`config.mk`:
```
export PLATFORM = sky130hd
export DESIGN_NAME = mem_ctrl_flat
export DESIGN_NICKNAME = d
export VERILOG_FILES = /design/src/rtl/mem_defs_pkg.sv /design/src/rtl/mem_ctrl_if.sv /design/src/rtl/mem_lane.sv /design/src/rtl/mem_ctrl.sv /design/src/flat_wrapper.sv
export SDC_FILE = /design/constraint.sdc
export NUM_CORES = 1
export LEC_CHECK = 0
export CORE_MARGIN = 2
export CORE_UTILIZATION = 35
export DETAILED_ROUTE_END_ITERATION = 8
export GPL_ROUTABILITY_DRIVEN = 0
export PLACE_DENSITY_LB_ADDON = 0.12
export SYNTH_ARGS = -nofsm -noshare
export SYNTH_HDL_FRONTEND = slang
export SYNTH_SLANG_ARGS = --single-unit
```
`constraint.sdc`:
```
create_clock -name clk -period 4.6 [get_ports clk]
set_clock_uncertainty 0.1 [all_clocks]
set_input_delay 0.92 -clock clk [delete_from_list [all_inputs] [get_ports clk]]
set_output_delay 0.92 -clock clk [all_outputs]
set_load 0.03 [all_outputs]
```
`src/rtl/mem_defs_pkg.sv`:
```
// Shared definitions for the data-memory stage: aluop codes, FSM states,
// access sizes and the big-endian byte-lane select patterns.
package mem_defs_pkg;

    localparam logic [7:0] OP_LB  = 8'hE0;
    localparam logic [7:0] OP_LBU = 8'hE4;
    localparam logic [7:0] OP_LH  = 8'hE1;
    localparam logic [7:0] OP_LHU = 8'hE5;
    localparam logic [7:0] OP_LW  = 8'hE3;
    localparam logic [7:0] OP_SB  = 8'hE8;
    localparam logic [7:0] OP_SH  = 8'hE9;
    localparam logic [7:0] OP_SW  = 8'hEB;

    typedef enum logic {
        IDLE   = 1'b0,
        ACCESS = 1'b1
    } mem_state_t;

    typedef enum logic [1:0] {
        SZ_NONE = 2'd0,
        SZ_BYTE = 2'd1,
        SZ_HALF = 2'd2,
        SZ_WORD = 2'd3
    } mem_size_t;

    // Lane 0 is the most significant byte of the bus (big-endian).
    localparam logic [3:0] SEL_NONE = 4'b0000;
    localparam logic [3:0] SEL_B0   = 4'b1000;
    localparam logic [3:0] SEL_B1   = 4'b0100;
    localparam logic [3:0] SEL_B2   = 4'b0010;
    localparam logic [3:0] SEL_B3   = 4'b0001;
    localparam logic [3:0] SEL_H0   = 4'b1100;
    localparam logic [3:0] SEL_H1   = 4'b0011;
    localparam logic [3:0] SEL_W    = 4'b1111;

    function automatic mem_size_t op_size(input logic [7:0] op);
        case (op)
            OP_LB, OP_LBU, OP_SB: op_size = SZ_BYTE;
            OP_LH, OP_LHU, OP_SH: op_size = SZ_HALF;
            OP_LW, OP_SW:         op_size = SZ_WORD;
            default:              op_size = SZ_NONE;
        endcase
    endfunction

    function automatic logic is_mem_op(input logic [7:0] op);
        return op_size(op) != SZ_NONE;
    endfunction

    function automatic logic is_load_op(input logic [7:0] op);
        case (op)
            OP_LB, OP_LBU, OP_LH, OP_LHU, OP_LW: is_load_op = 1'b1;
            default:                             is_load_op = 1'b0;
        endcase
    endfunction

    function automatic logic is_signed_load(input logic [7:0] op);
        return (op == OP_LB) || (op == OP_LH);
    endfunction

endpackage

```
`src/rtl/mem_ctrl_if.sv`:
```
// Data-RAM bus between the memory-stage controller (master) and the RAM (slave).
interface mem_ctrl_if;

    logic        ram_ce;
    logic        ram_we;
    logic [31:0] ram_addr;
    logic [3:0]  ram_sel;
    logic [31:0] ram_wdata;
    logic [31:0] ram_rdata;
    logic        ram_ready;

    modport master (
        output ram_ce,
        output ram_we,
        output ram_addr,
        output ram_sel,
        output ram_wdata,
        input  ram_rdata,
        input  ram_ready
    );

    modport slave (
        input  ram_ce,
        input  ram_we,
        input  ram_addr,
        input  ram_sel,
        input  ram_wdata,
        output ram_rdata,
        output ram_ready
    );

endinterface

```
`src/rtl/mem_lane.sv`:
```
// Big-endian byte-lane logic: RAM lane select, store replication and
// sign/zero extension of the loaded lane.
module mem_lane
    import mem_defs_pkg::*;
(
    input  logic [7:0]  aluop,
    input  logic [1:0]  addr_lo,
    input  logic [31:0] store_data,
    input  logic [31:0] rdata,
    output logic [3:0]  sel,
    output logic [31:0] wdata,
    output logic [31:0] load_data
);

    mem_size_t   size;
    logic        sign_ext;
    logic [7:0]  byte_lane;
    logic [15:0] half_lane;

    assign size     = op_size(aluop);
    assign sign_ext = is_signed_load(aluop);

    // Only the address bits inside the access size pick a lane; the rest are ignored.
    always_comb begin
        sel       = SEL_NONE;
        wdata     = '0;
        load_data = '0;
        byte_lane = '0;
        half_lane = '0;
        case (size)
            SZ_BYTE: begin
                case (addr_lo)
                    2'b00: begin sel = SEL_B0; byte_lane = rdata[31:24]; end
                    2'b01: begin sel = SEL_B1; byte_lane = rdata[23:16]; end
                    2'b10: begin sel = SEL_B2; byte_lane = rdata[15:8];  end
                    default: begin sel = SEL_B3; byte_lane = rdata[7:0]; end
                endcase
                wdata     = {4{store_data[7:0]}};
                load_data = sign_ext ? {{24{byte_lane[7]}}, byte_lane}
                                     : {24'b0, byte_lane};
            end
            SZ_HALF: begin
                if (addr_lo[1]) begin
                    sel       = SEL_H1;
                    half_lane = rdata[15:0];
                end else begin
                    sel       = SEL_H0;
                    half_lane = rdata[31:16];
                end
                wdata     = {2{store_data[15:0]}};
                load_data = sign_ext ? {{16{half_lane[15]}}, half_lane}
                                     : {16'b0, half_lane};
            end
            SZ_WORD: begin
                sel       = SEL_W;
                wdata     = store_data;
                load_data = rdata;
            end
            default: begin
                sel = SEL_NONE;
            end
        endcase
    end

endmodule

```
`src/rtl/mem_ctrl.sv`:
```
// Memory-stage controller: passes non-memory results to write-back and runs
// loads/stores on the data RAM. Define MEM_ALIGN_CHECK_EN to trap misaligned accesses.
module mem_ctrl
    import mem_defs_pkg::*;
(
    input  logic        clk,
    input  logic        rst,

    input  logic [4:0]  mem_wd,
    input  logic        mem_wreg,
    input  logic [31:0] mem_wdata,
    input  logic [7:0]  mem_aluop,
    input  logic [31:0] mem_mem_addr,
    input  logic [31:0] mem_reg2,

    output logic [4:0]  wb_wd,
    output logic        wb_wreg,
    output logic [31:0] wb_wdata,
    output logic        stallreq,
    output logic        excpt_align,
    output logic [31:0] excpt_addr,

    mem_ctrl_if.master  ram
);

    mem_state_t  state;
    logic        mem_op;
    logic        load_op;
    logic        misaligned;
    logic        issue;
    logic        access;
    logic [3:0]  lane_sel;
    logic [31:0] lane_wdata;
    logic [31:0] lane_load;

    assign mem_op  = is_mem_op(mem_aluop);
    assign load_op = is_load_op(mem_aluop);

`ifdef MEM_ALIGN_CHECK_EN
    always_comb begin
        misaligned = 1'b0;
        case (op_size(mem_aluop))
            SZ_HALF: misaligned = mem_mem_addr[0];
            SZ_WORD: misaligned = |mem_mem_addr[1:0];
            default: misaligned = 1'b0;
        endcase
    end
`else
    assign misaligned = 1'b0;
`endif

    assign issue  = mem_op && !misaligned;
    assign access = (state == ACCESS) && !rst;

    assign stallreq = ((state == IDLE) && issue) ||
                      ((state == ACCESS) && !ram.ram_ready);

    mem_lane lane (
        .aluop      (mem_aluop),
        .addr_lo    (mem_mem_addr[1:0]),
        .store_data (mem_reg2),
        .rdata      (ram.ram_rdata),
        .sel        (lane_sel),
        .wdata      (lane_wdata),
        .load_data  (lane_load)
    );

    // The RAM request is decoded straight from the state so a reset drops it at once.
    assign ram.ram_ce    = access;
    assign ram.ram_we    = access && !load_op;
    assign ram.ram_addr  = access ? {mem_mem_addr[31:2], 2'b00} : '0;
    assign ram.ram_sel   = access ? lane_sel : SEL_NONE;
    assign ram.ram_wdata = (access && !load_op) ? lane_wdata : '0;

    // Every stalled cycle writes a bubble; wb_wd/wb_wdata keep their last values.
    always_ff @(posedge clk or posedge rst) begin
        if (rst) begin
            state    <= IDLE;
            wb_wd    <= '0;
            wb_wreg  <= 1'b0;
            wb_wdata <= '0;
        end else begin
            case (state)
                IDLE: begin
                    if (issue) begin
                        state   <= ACCESS;
                        wb_wreg <= 1'b0;
                    end else if (mem_op) begin
                        wb_wreg <= 1'b0;
                    end else begin
                        wb_wd    <= mem_wd;
                        wb_wreg  <= mem_wreg;
                        wb_wdata <= mem_wdata;
                    end
                end
                ACCESS: begin
                    if (ram.ram_ready) begin
                        state <= IDLE;
                        if (load_op) begin
                            wb_wd    <= mem_wd;
                            wb_wreg  <= mem_wreg;
                            wb_wdata <= lane_load;
                        end else begin
                            wb_wreg <= 1'b0;
                        end
                    end else begin
                        wb_wreg <= 1'b0;
                    end
                end
                default: begin
                    state   <= IDLE;
                    wb_wreg <= 1'b0;
                end
            endcase
        end
    end

`ifdef MEM_ALIGN_CHECK_EN
    // A misaligned op never leaves IDLE; it raises a one-cycle trap and keeps the address.
    always_ff @(posedge clk or posedge rst) begin
        if (rst) begin
            excpt_align <= 1'b0;
            excpt_addr  <= '0;
        end else begin
            excpt_align <= (state == IDLE) && mem_op && misaligned;
            if ((state == IDLE) && mem_op && misaligned) begin
                excpt_addr <= mem_mem_addr;
            end
        end
    end
`else
    assign excpt_align = 1'b0;
    assign excpt_addr  = '0;
`endif

endmodule

```
`src/flat_wrapper.sv`:
```
// flat-port wrapper written by rule: the top's interface ports become plain ports
module mem_ctrl_flat import mem_defs_pkg::*;
  (clk, rst, mem_wd, mem_wreg, mem_wdata, mem_aluop, mem_mem_addr, mem_reg2, wb_wd, wb_wreg, wb_wdata, stallreq, excpt_align, excpt_addr, ram_ram_ce, ram_ram_we, ram_ram_addr, ram_ram_sel, ram_ram_wdata, ram_ram_rdata, ram_ram_ready);
  mem_ctrl_if ram_i ();
  input  logic clk;
  input  logic rst;
  input  logic [4:0] mem_wd;
  input  logic mem_wreg;
  input  logic [31:0] mem_wdata;
  input  logic [7:0] mem_aluop;
  input  logic [31:0] mem_mem_addr;
  input  logic [31:0] mem_reg2;
  output logic [4:0] wb_wd;
  output logic wb_wreg;
  output logic [31:0] wb_wdata;
  output logic stallreq;
  output logic excpt_align;
  output logic [31:0] excpt_addr;
  output wire logic [$bits(ram_i.ram_ce)-1:0] ram_ram_ce;
  output wire logic [$bits(ram_i.ram_we)-1:0] ram_ram_we;
  output wire logic [$bits(ram_i.ram_addr)-1:0] ram_ram_addr;
  output wire logic [$bits(ram_i.ram_sel)-1:0] ram_ram_sel;
  output wire logic [$bits(ram_i.ram_wdata)-1:0] ram_ram_wdata;
  input wire logic [$bits(ram_i.ram_rdata)-1:0] ram_ram_rdata;
  input wire logic [$bits(ram_i.ram_ready)-1:0] ram_ram_ready;
  assign ram_ram_ce = ram_i.ram_ce;
  assign ram_ram_we = ram_i.ram_we;
  assign ram_ram_addr = ram_i.ram_addr;
  assign ram_ram_sel = ram_i.ram_sel;
  assign ram_ram_wdata = ram_i.ram_wdata;
  assign ram_i.ram_rdata = ram_ram_rdata;
  assign ram_i.ram_ready = ram_ram_ready;
  mem_ctrl u_core (.clk(clk), .rst(rst), .mem_wd(mem_wd), .mem_wreg(mem_wreg), .mem_wdata(mem_wdata), .mem_aluop(mem_aluop), .mem_mem_addr(mem_mem_addr), .mem_reg2(mem_reg2), .wb_wd(wb_wd), .wb_wreg(wb_wreg), .wb_wdata(wb_wdata), .stallreq(stallreq), .excpt_align(excpt_align), .excpt_addr(excpt_addr), .ram(ram_i));
endmodule
```
* After elaboration in Yosys (flattened, before gate mapping) *
Index checks and enable logic that the tools add are counted.

operators by class
  equal/unequal tests = 16
  muxes and demuxes = 29
  bitwise operators = 1
  reductions and logical operators = 16

operators with widths
  cell                                                             count
  32-bit 2-to-1 mux                                                7
  32-bit one-hot mux with 3 select lines                           2
  8-bit == test, second input constant                             8
  32-bit one-hot mux with 2 select lines                           1
  4-bit one-hot mux with 3 select lines                            2
  8-bit one-hot mux with 3 select lines                            1
  16-bit 2-to-1 mux                                                1
  5-bit 2-to-1 mux                                                 3
  5-bit one-hot mux with 2 select lines                            1
  4-bit 2-to-1 mux                                                 2
  2-bit == test, second input constant                             3
  1-bit 2-to-1 mux                                                 6
  2-bit != test, second input constant                             3
  2-bit one-hot mux with 3 select lines                            1
  3-bit OR reduction                                               2
  5-bit OR reduction                                               1
  2-bit by 1-bit == test with 1-bit output, second input constant  2
  1-bit logical AND                                                4
  1-bit one-hot mux with 2 select lines                            2
  1-bit zero test                                                  3
  3-bit AND reduction                                              1
  2-bit zero test                                                  1
  1-bit logical OR                                                 2
  2-bit nonzero test                                               1
  other kinds (2)                                                  2

storage, ports and cells
  register bits = 39
  input bits = 145
  output and inout bits = 142
  logic and storage cells = 66

* Longest topological paths before layout *
Gate-level depths: netlist of the first run.

  depth in word-level cells = 8
  mapped depth = 7
  depth with buffers taken out = 4

* By module *
Synthesis of the first run repeated with hierarchy kept, for this count alone.

unflattened totals
  cell total of the unflattened synthesis = 436
  area total of the unflattened synthesis = 3,883.7 um^2

by module, submodules not included
  module    times used  cells each  area each (um^2)  sequential area each (um^2)
  mem_ctrl  1           281         2,647.5           975.9
  mem_lane  1           155         1,236.2           0.0

* Worst setup path before layout of the first run *
No wires, ideal clock.

  path type = input -> output
  from = input port mem_aluop[4]
  to = output port ram_ram_wdata[22]
  arrival time = 2,456 ps
  data required time = 3,580 ps
  path slack = 1,124 ps
  cell stages on the path = 5
  buffers on the path = 1
  cell sequence = nand4b_2 > nor2_1 > clkbuf_1 > a22oi_1 > nor2_1

between the ends
  longest elaborated chain between the ends = 6
  elaborated cells on any way between the ends = 21
  those cells by class = eq/ne (11); mux (4); reduce/logical (6)

ends and longest elaborated chain
  item                                                                         RTL line                                source
  start, declared                                                              flat_wrapper.sv:10                      input logic [7:0] mem_aluop;
  8-bit == test (on tied branches)                                             mem_defs_pkg.sv:37, mem_defs_pkg.sv:50
  3-bit OR reduction, or another cell as far along                             mem_defs_pkg.sv:37                      case (op)
  2-bit one-hot mux with 3 select lines or 1-bit 2-to-1 mux (tied branches)    mem_defs_pkg.sv:37, mem_defs_pkg.sv:50
  2-bit == test, or another cell as far along                                  mem_lane.sv:30                          case (size)
  32-bit one-hot mux with 3 select lines or 1-bit logical AND (tied branches)  mem_lane.sv:30, mem_ctrl.sv:73
  32-bit 2-to-1 mux (*)                                                        mem_ctrl.sv:73                          assign ram.ram_wdata = (access && !load_op) ? lane_wdata : '0;
  end, declared                                                                flat_wrapper.sv:23                      output wire logic [$bits(ram_i.ram_wdata)-1:0] ram_ram_wdata;

Every way passes the cells marked *; elsewhere a longest branch is shown, timed or not.

* Final worst setup path of the first run *
  from = input port mem_aluop[2]
  to = output port ram_ram_we

between the ends
  longest elaborated chain between the ends = 5
  elaborated cells on any way between the ends = 9
  those cells by class = eq/ne (5); mux (1); reduce/logical (3)

ends and longest elaborated chain
  item                    RTL line            source
  8-bit == test           mem_defs_pkg.sv:50  case (op)
  5-bit OR reduction (*)  mem_defs_pkg.sv:50
  1-bit 2-to-1 mux (*)    mem_defs_pkg.sv:50
  1-bit zero test (*)     mem_ctrl.sv:70      assign ram.ram_we = access && !load_op;
  1-bit logical AND (*)   mem_ctrl.sv:70
  end, declared           flat_wrapper.sv:20  output wire logic [$bits(ram_i.ram_we)-1:0] ram_ram_we;

Marks and branches as above.

==> key figures, run 1 <==
Detailed routing
  – Vias per cell: 5.236
  – WL final: 16040 um
  – # DRC: 0
  – Routed Antenna Nets: 0
  – DRT Pass-1 Iters: 4
  – Routed len/inst: 19.32 um
  – Via count: 4346
  – Number of DRC markers in iteration 0: 208

Timing
  – Fin crit period: 3.958 ns
  – Fin. max-slew vios: 0
  – Hold slack final: 0.3954 ns
  – Final Setup Violations: 0
  – Post-route setup TNS: 0 ns
  – Final worst-path cycle share: 0.8604
  – Relative slew slack: 0.2811
  – Worst-Margin Slew: 1.074 ns
  – Highest Clock Rate: 252.7 MHz
  – Unrepaired setup endpoints after global routing: no
  – Final hold violation count: 0

Pwr
  – Peak VDD IR: 0.0002000 V
  – Pwr per Cell Area: 180.1 mW/mm^2
  – Pleak: 2.824 nW
  – Total power: 1.265 mW

Yosys
  – Synth area leaders: dfrtp_1, mux2i_1, nand2b_1, buf_4, and2_1
  – Async SR Flop Fraction: 1.000
  – Count leader, synth: nand2b_1
  – Most frequent cells after synthesis: nand2b_1, mux2i_1, and2_1, buf_4, dfrtp_1
  – Avg Cell Area, Syn: 9.032 um^2
  – EDFF count, synth: 0
  – Synth unique cells: 56
  – Mapped Area: 0.004083 mm^2
  – Mapped Cells: 452
  – Synth area leader: dfrtp_1
  – Synthesis-stage register bit count: 39
  – Synth warnings: 0
  – Most common flop cell mapped by yosys: dfrtp_1
  – Post-synthesis sequential area ratio: 0.2390
  – Synth top area share: 0.2390

Die
  – I/O pin cnt: 287
  – Core Area: 0.01142 mm^2
  – Die Area: 0.01255 mm^2
  – Die boundary width: 112.0 um
  – Rows: 39
  – Die Y: 112.0 um
  – Initial core utilization: 0.3575

GRT
  – Gr ovfl total: 0
  – Global Route Usage Sum: 0.2437
  – Largest net degree at the start of global routing: 57
  – Global-route wire length before repair: 24140 um
  – Initial antenna violation count: 0
  – Vias in the first global route: 4416

Hold path
  – Hold Path Stages: 1
  – Hold path start: u_core.wb_wd[0]
  – Worst hold-check path type: flop to flop
  – Worst Hold End: u_core.wb_wd[0]

Setup path
  – Worst R2R Setup Slack: 2.40 ns
  – Worst R2R End: u_core.wb_wdata[4]
  – Crit Reg-Reg Startpoint: u_core.state
  – Slowest cell on crit path: clkdlybuf4s50_1
  – Worst Setup Start Kind: input pin
  – Critical path data arrival time: 2.94 ns
  – WP data required: 3.58 ns
  – Critical Path Fanout Max: 11
  – Worst Path Buf+Inv: 2
  – Critical path, cell by cell: clkdlybuf4s50_1 -> and2b_4 -> o21ai_2 -> o21a_1 -> clkdlybuf4s50_1
  – Slowest Stage Delay on Critical Path: 0.79 ns
  – CP most frequent cell: clkdlybuf4s50_1
  – Critical Path Sink Type: output pin
  – Critical path class: input pin to output pin
  – R2r worst-path depth: 5
  – Setup crit start: mem_aluop[2]
  – Critical path's top delay family: buffers and inverters

CTS
  – CTS tree: done
  – H-tree lvl count: 2
  – Clock latency on the worst-skew pair: 0.28 ns
  – CTS root buffer: clkbuf_16
  – Clk sinks: 39
  – CTS Hold Buffers Added: 0
  – Clock slew at reported path FFs: 0.06 ns
  – Post-CTS Setup Inserts: 0
  – Clock Tree Buf Depth: 2
  – Post-cts sizing count: 0
  – CTS Buf Count: 5

Placed design
  – Post-detail-place hpwl: 13200 um
  – I/O Buffers: 251

Finish
  – Util after Layout: 0.6152
  – Layout area overhead: 72.05%
  – Final nets: 831
  – Filler instances: 992
  – Diode count: 0
  – Layout cells sized above 1: 0.1252

Outcome
  – Status: finished, final reports clean

Flow run
  – Maxcap violations: 0
==> through the flow <==
| step | cell area, um^2 | setup WS [ns] | instances |
|---|---|---|---|
| after floorplan | 4210 | 1.124 | 486 |
| after global placement | 6855 | 0.6940 | 822 |
| after detailed placement | 6855 | 0.6403 | 822 |
| after CTS | 7024 | 0.6440 | 830 |
| after global routing | 7024 | 0.5003 | 830 |
| final | 7024 | 0.6422 | 830 |
==> power breakdown <==
part           switching [mW]  internal [mW]
sequential             0.0192          0.370
clock                   0.144          0.256
combinational           0.240          0.236
==> registers in the layout (all words and copies together) (netlist names) <==
register / flops
u_core.state: 1
u_core.wb_wd: 5
u_core.wb_wdata: 32
u_core.wb_wreg: 1
==> layout make-up <==
cell class | count | area [um^2] | share of cell area
repair buffers | 266 | 2945 | 0.4193
multi-input cells | 370 | 2740 | 0.3901
flip-flops and latches | 39 | 975.9 | 0.1389
well taps | 143 | 178.9 | 0.02547
clock buffers | 5 | 125.1 | 0.01781
clock inverters | 3 | 43.79 | 0.006234
inverters | 4 | 15.01 | 0.002138
==> cell families after synthesis <==
group           share of synthesized area
compound gates                     0.2504
buf+inv                            0.1235
flops                              0.2390
mux                                0.1594
other cells                     0.0009185
simple gates                       0.2268
==> worst max path at each step <==
stage	endpoint	slack, ns	cells after the start
global placement	ram_ram_we	0.69	5
CTS	ram_ram_we	0.64	5
detailed placement	ram_ram_we	0.64	5
floorplan	ram_ram_wdata[22]	1.12	5
global route	ram_ram_wdata[10]	0.50	6
finish	ram_ram_we	0.64	5
==> placed cells by master, fill, tap and decap left out, types with 24 or more instances in the layout <==
cell type,instances
clkdlybuf4s50_1,214
nand2b_1,56
mux2i_1,47
and2_1,39
dfrtp_1,39
conb_1,35
buf_12,33
nor2_1,32
a221o_1,24
a22oi_1,24
==> layer usage <==
metal  vias up  part of all wire  track usage  wire length [um]
met2       169              0.55       0.4820              8834
met5         -                 0            0                 0
li1       2053                 -            -                 -
met4         0             0.025      0.07073               394
met3        25             0.054      0.04409               872
met1      2099              0.37       0.2611              5936
(Power assumes the default switching activity.)
==> run 2, diff against run 1 <==
- PLACE_DENSITY: not set -> 0.81
- PLACE_DENSITY_LB_ADDON: 0.12 -> not set
==> run 2 against run 1 <==
Hold slack worse by 0.0016 ns. Register-to-register slack barely moved. Via count rose by 2.4%. Cell count unchanged. Critical path depth is 2 higher. Sequential power about the same. Utilization fell by 1.6 points. Cell area down 2.7%. Clock power decreased by 13%. Global-route usage rose by 0.36 points. Wire length increased by 2.3%.
==> key figures, run 2 (same netlist as run 1, synthesis figures left out) <==
Outcome
  – Status: finished, final reports clean

Timing
  – Final worst-path cycle share: 0.8988 (+0.03844)
  – Post-route setup TNS: 0 ns (unchanged)
  – Unrepaired setup endpoints after global routing: no
  – Fin. max-slew vios: 0 (unchanged)
  – Highest Clock Rate: 241.9 MHz (-4.3%)
  – Final hold violation count: 0 (unchanged)
  – Final Setup Violations: 0 (unchanged)
  – Fin crit period: 4.135 ns (+0.1768 ns)
  – Relative slew slack: 0.2642 (-0.01687)
  – Worst-Margin Slew: 1.099 ns (+0.02520 ns)

Setup path
  – Crit Reg-Reg Startpoint: u_core.state
  – WP data required: 3.58 ns (about the same)
  – Critical path class: input pin to output pin
  – Critical Path Fanout Max: 13 (+2)
  – Setup crit start: mem_aluop[4]
  – Critical path data arrival time: 3.11 ns (+0.17 ns)
  – Worst Setup Start Kind: input pin
  – Critical Path Sink Type: output pin

Finish
  – Most frequent cells in the layout: clkdlybuf4s50_1, nand2b_1, mux2i_1
  – Filler instances: 987 (-0.50%)
  – Layout area overhead: 67.48%
  – Area taken by multi-input logic gates: 0.002740 mm^2 (unchanged)
  – Final Cell Area: 0.006838 mm^2 (-2.7%)
  – Diode count: 0 (unchanged)
  – Reg with most FFs: u_core.wb_wdata
  – Final nets: 831 (unchanged)
  – Layout cells sized above 1: 0.1252 (unchanged)
  – Biggest regs: u_core.wb_wdata: 32 flops, u_core.wb_wd: 5 flops
  – Reg area: 975.9 um^2 (unchanged)
  – Most common cell after layout, fill and taps aside: clkdlybuf4s50_1
  – Max reg flops: 32 (unchanged)

CTS
  – Clock slew at reported path FFs: 0.06 ns (about the same)
  – CTS Buf Count: 5 (unchanged)
  – Clock Tree Buf Depth: 2 (unchanged)
  – Clock latency on the worst-skew pair: 0.28 ns (about the same)
  – Post-cts sizing count: 0 (unchanged)
  – Clk sinks: 39 (unchanged)
  – CTS Hold Buffers Added: 0 (unchanged)
  – CTS root buffer: clkbuf_16
  – H-tree lvl count: 2 (unchanged)
  – CTS tree: done
  – Post-CTS Setup Inserts: 0 (unchanged)

Hold path
  – Worst hold-check path type: flop to flop
  – Hold path start: u_core.wb_wd[2]

Die
  – Die Area: 0.01255 mm^2 (unchanged)
  – Die boundary width: 112.0 um (unchanged)
  – I/O pin cnt: 287 (unchanged)
  – Core Area: 0.01142 mm^2 (unchanged)
  – Initial core utilization: 0.3575 (unchanged)
  – Die Y: 112.0 um (unchanged)
  – Rows: 39 (unchanged)

Detailed routing
  – Routed Antenna Nets: 0 (unchanged)
  – Vias per cell: 5.364 (+2.4%)
  – Via count: 4452 (+2.4%)
  – WL final: 16400 um (+2.3%)
  – DRT Pass-1 Iters: 4 (unchanged)
  – # DRC: 0 (unchanged)
  – Number of DRC markers in iteration 0: 322 (+55%)
  – Routed len/inst: 19.76 um (+2.3%)

Pwr
  – Peak VDD IR: 0.0001299 V (-35%)
  – Total power: 1.217 mW (-3.8%)
  – Pwr per Cell Area: 178.0 mW/mm^2 (-1.1%)
  – Pleak: 2.773 nW (-1.8%)

GRT
  – Largest net degree at the start of global routing: 56 (-1.8%)
  – Global-route wire length before repair: 24540 um (+1.6%)
  – Initial antenna violation count: 0 (unchanged)
  – Gr ovfl total: 0 (unchanged)
  – Vias in the first global route: 4464 (+1.1%)
  – Global Route Usage Sum: 0.2473 (+0.003564)

Placed design
  – Post-detail-place hpwl: 13170 um (-0.19%)
  – I/O Buffers: 251 (unchanged)
  – Placed Area: 0.006693 mm^2 (-2.4%)

Flow run
  – Maxcap violations: 0 (unchanged)
-- run 2: changes by cell type in the layout (fill, tap and decap cells not counted) --
cell        previous run  this run
buf_12                33        20
buf_4                 19        32
clkinvlp_4             0         2
bufinv_16              1         0
clkinv_4               1         0
-- run 2: area by class of cell --
cell class              instances  area share
flip-flops and latches         39      0.1427
multi-input cells             370      0.4007
repair buffers                266      0.4070
inverters                       4    0.002196
clock inverters                 3    0.002928
clock buffers                   5     0.01830
well taps                     143     0.02617
-- run 2: per-stage QoR --
step                hold slack (ns)  setup slack (ns)  utilization  std cells
floorplan                    0.5947             1.124            -        486
global placement             0.3755            0.6059       0.5861        822
detailed placement           0.3814            0.4651       0.5861        822
CTS                          0.3956            0.4660       0.5988        830
global route                 0.4145            0.2792       0.5988        830
finish                       0.3938            0.4654       0.5988        830
-- run 2: worst paths after layout --
kind | to | slack, ns | depth (start not counted)
max | ram_ram_wdata[16] | 0.47 | 7
min | u_core.wb_wd[2] | 0.39 | 1
max reg2reg | u_core.wb_wd[0] | 2.40 | 6
min reg2reg | u_core.wb_wd[2] | 0.39 | 1
max in group asynchronous | u_core.wb_wd[1] | 2.99 | 3
min in group asynchronous | u_core.state | 1.02 | 3
-- run 2: metal layers --
metal | wire length [um] | global-route usage
met1 | 6082 | 0.2757
met2 | 8747 | 0.4691
met3 | 1063 | 0.04409
met4 | 511 | 0.08699
met5 | 0 | 0
-- run 2: worst max-delay path, stage by stage --
cell	delay [ns]
clkdlybuf4s50_1	0.42
nand4b_2	0.41
nor2_1	0.24
nand4_1	0.41
buf_4	0.35
nor2_1	0.20
buf_12	0.15
-- run 2: where the power goes --
group / total (mW) / leakage, nW / internal [mW] / switching (mW)
sequential: 0.390 / 0.458 / 0.370 / 0.0202
combinational: 0.478 / 2.25 / 0.236 / 0.242
clock: 0.349 / 0.0658 / 0.200 / 0.149
total: 1.22 / 2.77 / 0.806 / 0.411
==> run 3, diff against run 2 <==
- CAP_MARGIN: not set -> 15
- REMOVE_ABC_BUFFERS: not set -> 1
==> run 3 against run 2 <==
Die area unchanged. Global-route usage fell by 2.0 points. First-iteration DRC count grew 2.2%. Clock power up 27%. Worst setup slack gained 0.090 ns. Sequential share of layout area is essentially flat. Combinational power about the same. Critical path depth unchanged. Non-clock buffer count down 1. Wire length shrank 8.3%. Maximum frequency grew 2.2%. Critical path type unchanged. Critical endpoint is now ram_ram_wdata[18]. Largest power group unchanged.
==> key figures, run 3 (same netlist as run 1, synthesis figures left out) <==
Outcome
  – Status: finished, final reports clean

Pwr
  – Peak VDD IR: 0.0001523 V (+17%)
  – Pwr per Cell Area: 191.7 mW/mm^2 (+7.7%)
  – Pleak: 2.780 nW (+0.27%)
  – Total power: 1.311 mW (+7.7%)

Setup path
  – Critical Path Fanout Max: 33 (+20)
  – Worst R2R End: u_core.wb_wd[3]
  – Critical Path Sink Type: output pin
  – Worst Setup Start Kind: input pin
  – Critical path class: input pin to output pin
  – R2r worst-path depth: 6 (unchanged)
  – WP data required: 3.58 ns (about the same)
  – Worst R2R Setup Slack: 2.45 ns (+0.05 ns)
  – Crit Reg-Reg Startpoint: u_core.state
  – Critical path data arrival time: 3.02 ns (-0.09 ns)

CTS
  – Clock latency on the worst-skew pair: 0.28 ns (about the same)
  – H-tree lvl count: 2 (unchanged)
  – Clock slew at reported path FFs: 0.06 ns (about the same)
  – CTS root buffer: clkbuf_16
  – Post-CTS Setup Inserts: 0 (unchanged)
  – CTS tree: done
  – Post-cts sizing count: 0 (unchanged)
  – Clk sinks: 39 (unchanged)
  – CTS Hold Buffers Added: 0 (unchanged)
  – CTS Buf Count: 5 (unchanged)
  – Clock Tree Buf Depth: 2 (unchanged)

Detailed routing
  – DRT Pass-1 Iters: 6 (+2)
  – Vias per cell: 5.271 (-1.7%)
  – WL final: 15040 um (-8.3%)
  – Routed Antenna Nets: 0 (unchanged)
  – Routed len/inst: 18.14 um (-8.2%)
  – # DRC: 0 (unchanged)
  – Number of DRC markers in iteration 0: 329 (+2.2%)
  – Via count: 4370 (-1.8%)

Placed design
  – I/O Buffers: 251 (unchanged)
  – Post-detail-place hpwl: 11940 um (-9.4%)

Timing
  – Post-route setup TNS: 0 ns (unchanged)
  – Highest Clock Rate: 247.3 MHz (+2.2%)
  – Relative slew slack: 0.3052 (+0.04096)
  – Final worst-path cycle share: 0.8792 (-0.01967)
  – Worst-Margin Slew: 1.042 ns (-0.05660 ns)
  – Fin. max-slew vios: 0 (unchanged)
  – Fin crit period: 4.044 ns (-0.09046 ns)
  – Unrepaired setup endpoints after global routing: no
  – Final Setup Violations: 0 (unchanged)
  – Final hold violation count: 0 (unchanged)

Hold path
  – Worst hold-check path type: flop to flop
  – Worst Hold End: u_core.wb_wd[1]
  – Hold Path Stages: 1 (unchanged)
  – Hold path start: u_core.wb_wd[1]

Finish
  – Biggest regs: u_core.wb_wdata: 32 flops, u_core.wb_wd: 5 flops
  – Most frequent cells in the layout: clkdlybuf4s50_1, nand2b_1, mux2i_1
  – Layout cells sized above 1: 0.1224 (-0.002733)
  – Reg area: 975.9 um^2 (unchanged)
  – Most common cell after layout, fill and taps aside: clkdlybuf4s50_1
  – Final nets: 830 (-0.12%)
  – Area taken by multi-input logic gates: 0.002740 mm^2 (unchanged)
  – Filler instances: 986 (-0.10%)
  – Layout area overhead: 67.45% (about the same)
  – Diode count: 0 (unchanged)
  – Reg with most FFs: u_core.wb_wdata
  – Max reg flops: 32 (unchanged)

Die
  – Die boundary width: 112.0 um (unchanged)
  – Die Y: 112.0 um (unchanged)
  – Initial core utilization: 0.3575 (unchanged)
  – Rows: 39 (unchanged)
  – Die Area: 0.01255 mm^2 (unchanged)
  – I/O pin cnt: 287 (unchanged)
  – Core Area: 0.01142 mm^2 (unchanged)

Flow run
  – Maxcap violations: 0 (unchanged)

GRT
  – Initial antenna violation count: 0 (unchanged)
  – Global Route Usage Sum: 0.2275 (-0.01979)
  – Largest net degree at the start of global routing: 56 (unchanged)
  – Gr ovfl total: 0 (unchanged)
  – Vias in the first global route: 4384 (-1.8%)
  – Global-route wire length before repair: 23070 um (-6.0%)
run 3: worst max-delay path by stage:
stage / from / to / cells past startpoint
2_1_floorplan: mem_aluop[4] / ram_ram_sel[1] / 4
3_3_place_gp: mem_aluop[2] / ram_ram_we / 5
3_5_place_dp: mem_aluop[1] / ram_ram_wdata[18] / 7
4_1_cts: mem_aluop[1] / ram_ram_wdata[18] / 7
5_1_grt: mem_aluop[1] / ram_ram_wdata[18] / 7
6_report: mem_aluop[1] / ram_ram_wdata[18] / 7
run 3: through the flow:
stage | util | hold slack, ns | setup slack [ns] | instances | area (um^2)
global route | 0.5987 | 0.4166 | 0.3714 | 829 | 6837
finish | 0.5987 | 0.3874 | 0.5558 | 829 | 6837
floorplan | - | 0.5947 | -0.1295 | 413 | 3721
CTS | 0.5987 | 0.3952 | 0.5663 | 829 | 6837
detailed placement | 0.5822 | 0.3823 | 0.5768 | 821 | 6648
global placement | 0.5822 | 0.3739 | 0.6470 | 821 | 6648
run 3: layout make-up:
| type | count | share of cell area |
|---|---|---|
| Clock buffer | 6 | 0.01885 |
| Clock inverter | 2 | 0.008785 |
| Inverter | 4 | 0.002196 |
| Multi-Input combinational cell | 370 | 0.4008 |
| Sequential cell | 39 | 0.1428 |
| Tap cell | 143 | 0.02617 |
| Timing Repair Buffer | 265 | 0.4004 |
run 3: layer usage:
metal / global-route usage / part of all wire
met5: 0 / 0
met3: 0.04790 / 0.085
met4: 0.05203 / 0.016
met2: 0.4384 / 0.53
met1: 0.2551 / 0.36
run 3: power by group:
group / switching (mW) / internal [mW]
registers: 0.0198 / 0.370
clock network: 0.132 / 0.311
logic: 0.241 / 0.236
total: 0.393 / 0.917
run 3: critical path, stage by stage:
cell and delay, ns:
clkdlybuf4s50_1 0.70, inv_1 0.20, nor4_4 0.29, buf_4 0.39, a22oi_1 0.15, nor2_1 0.20, buf_12 0.16
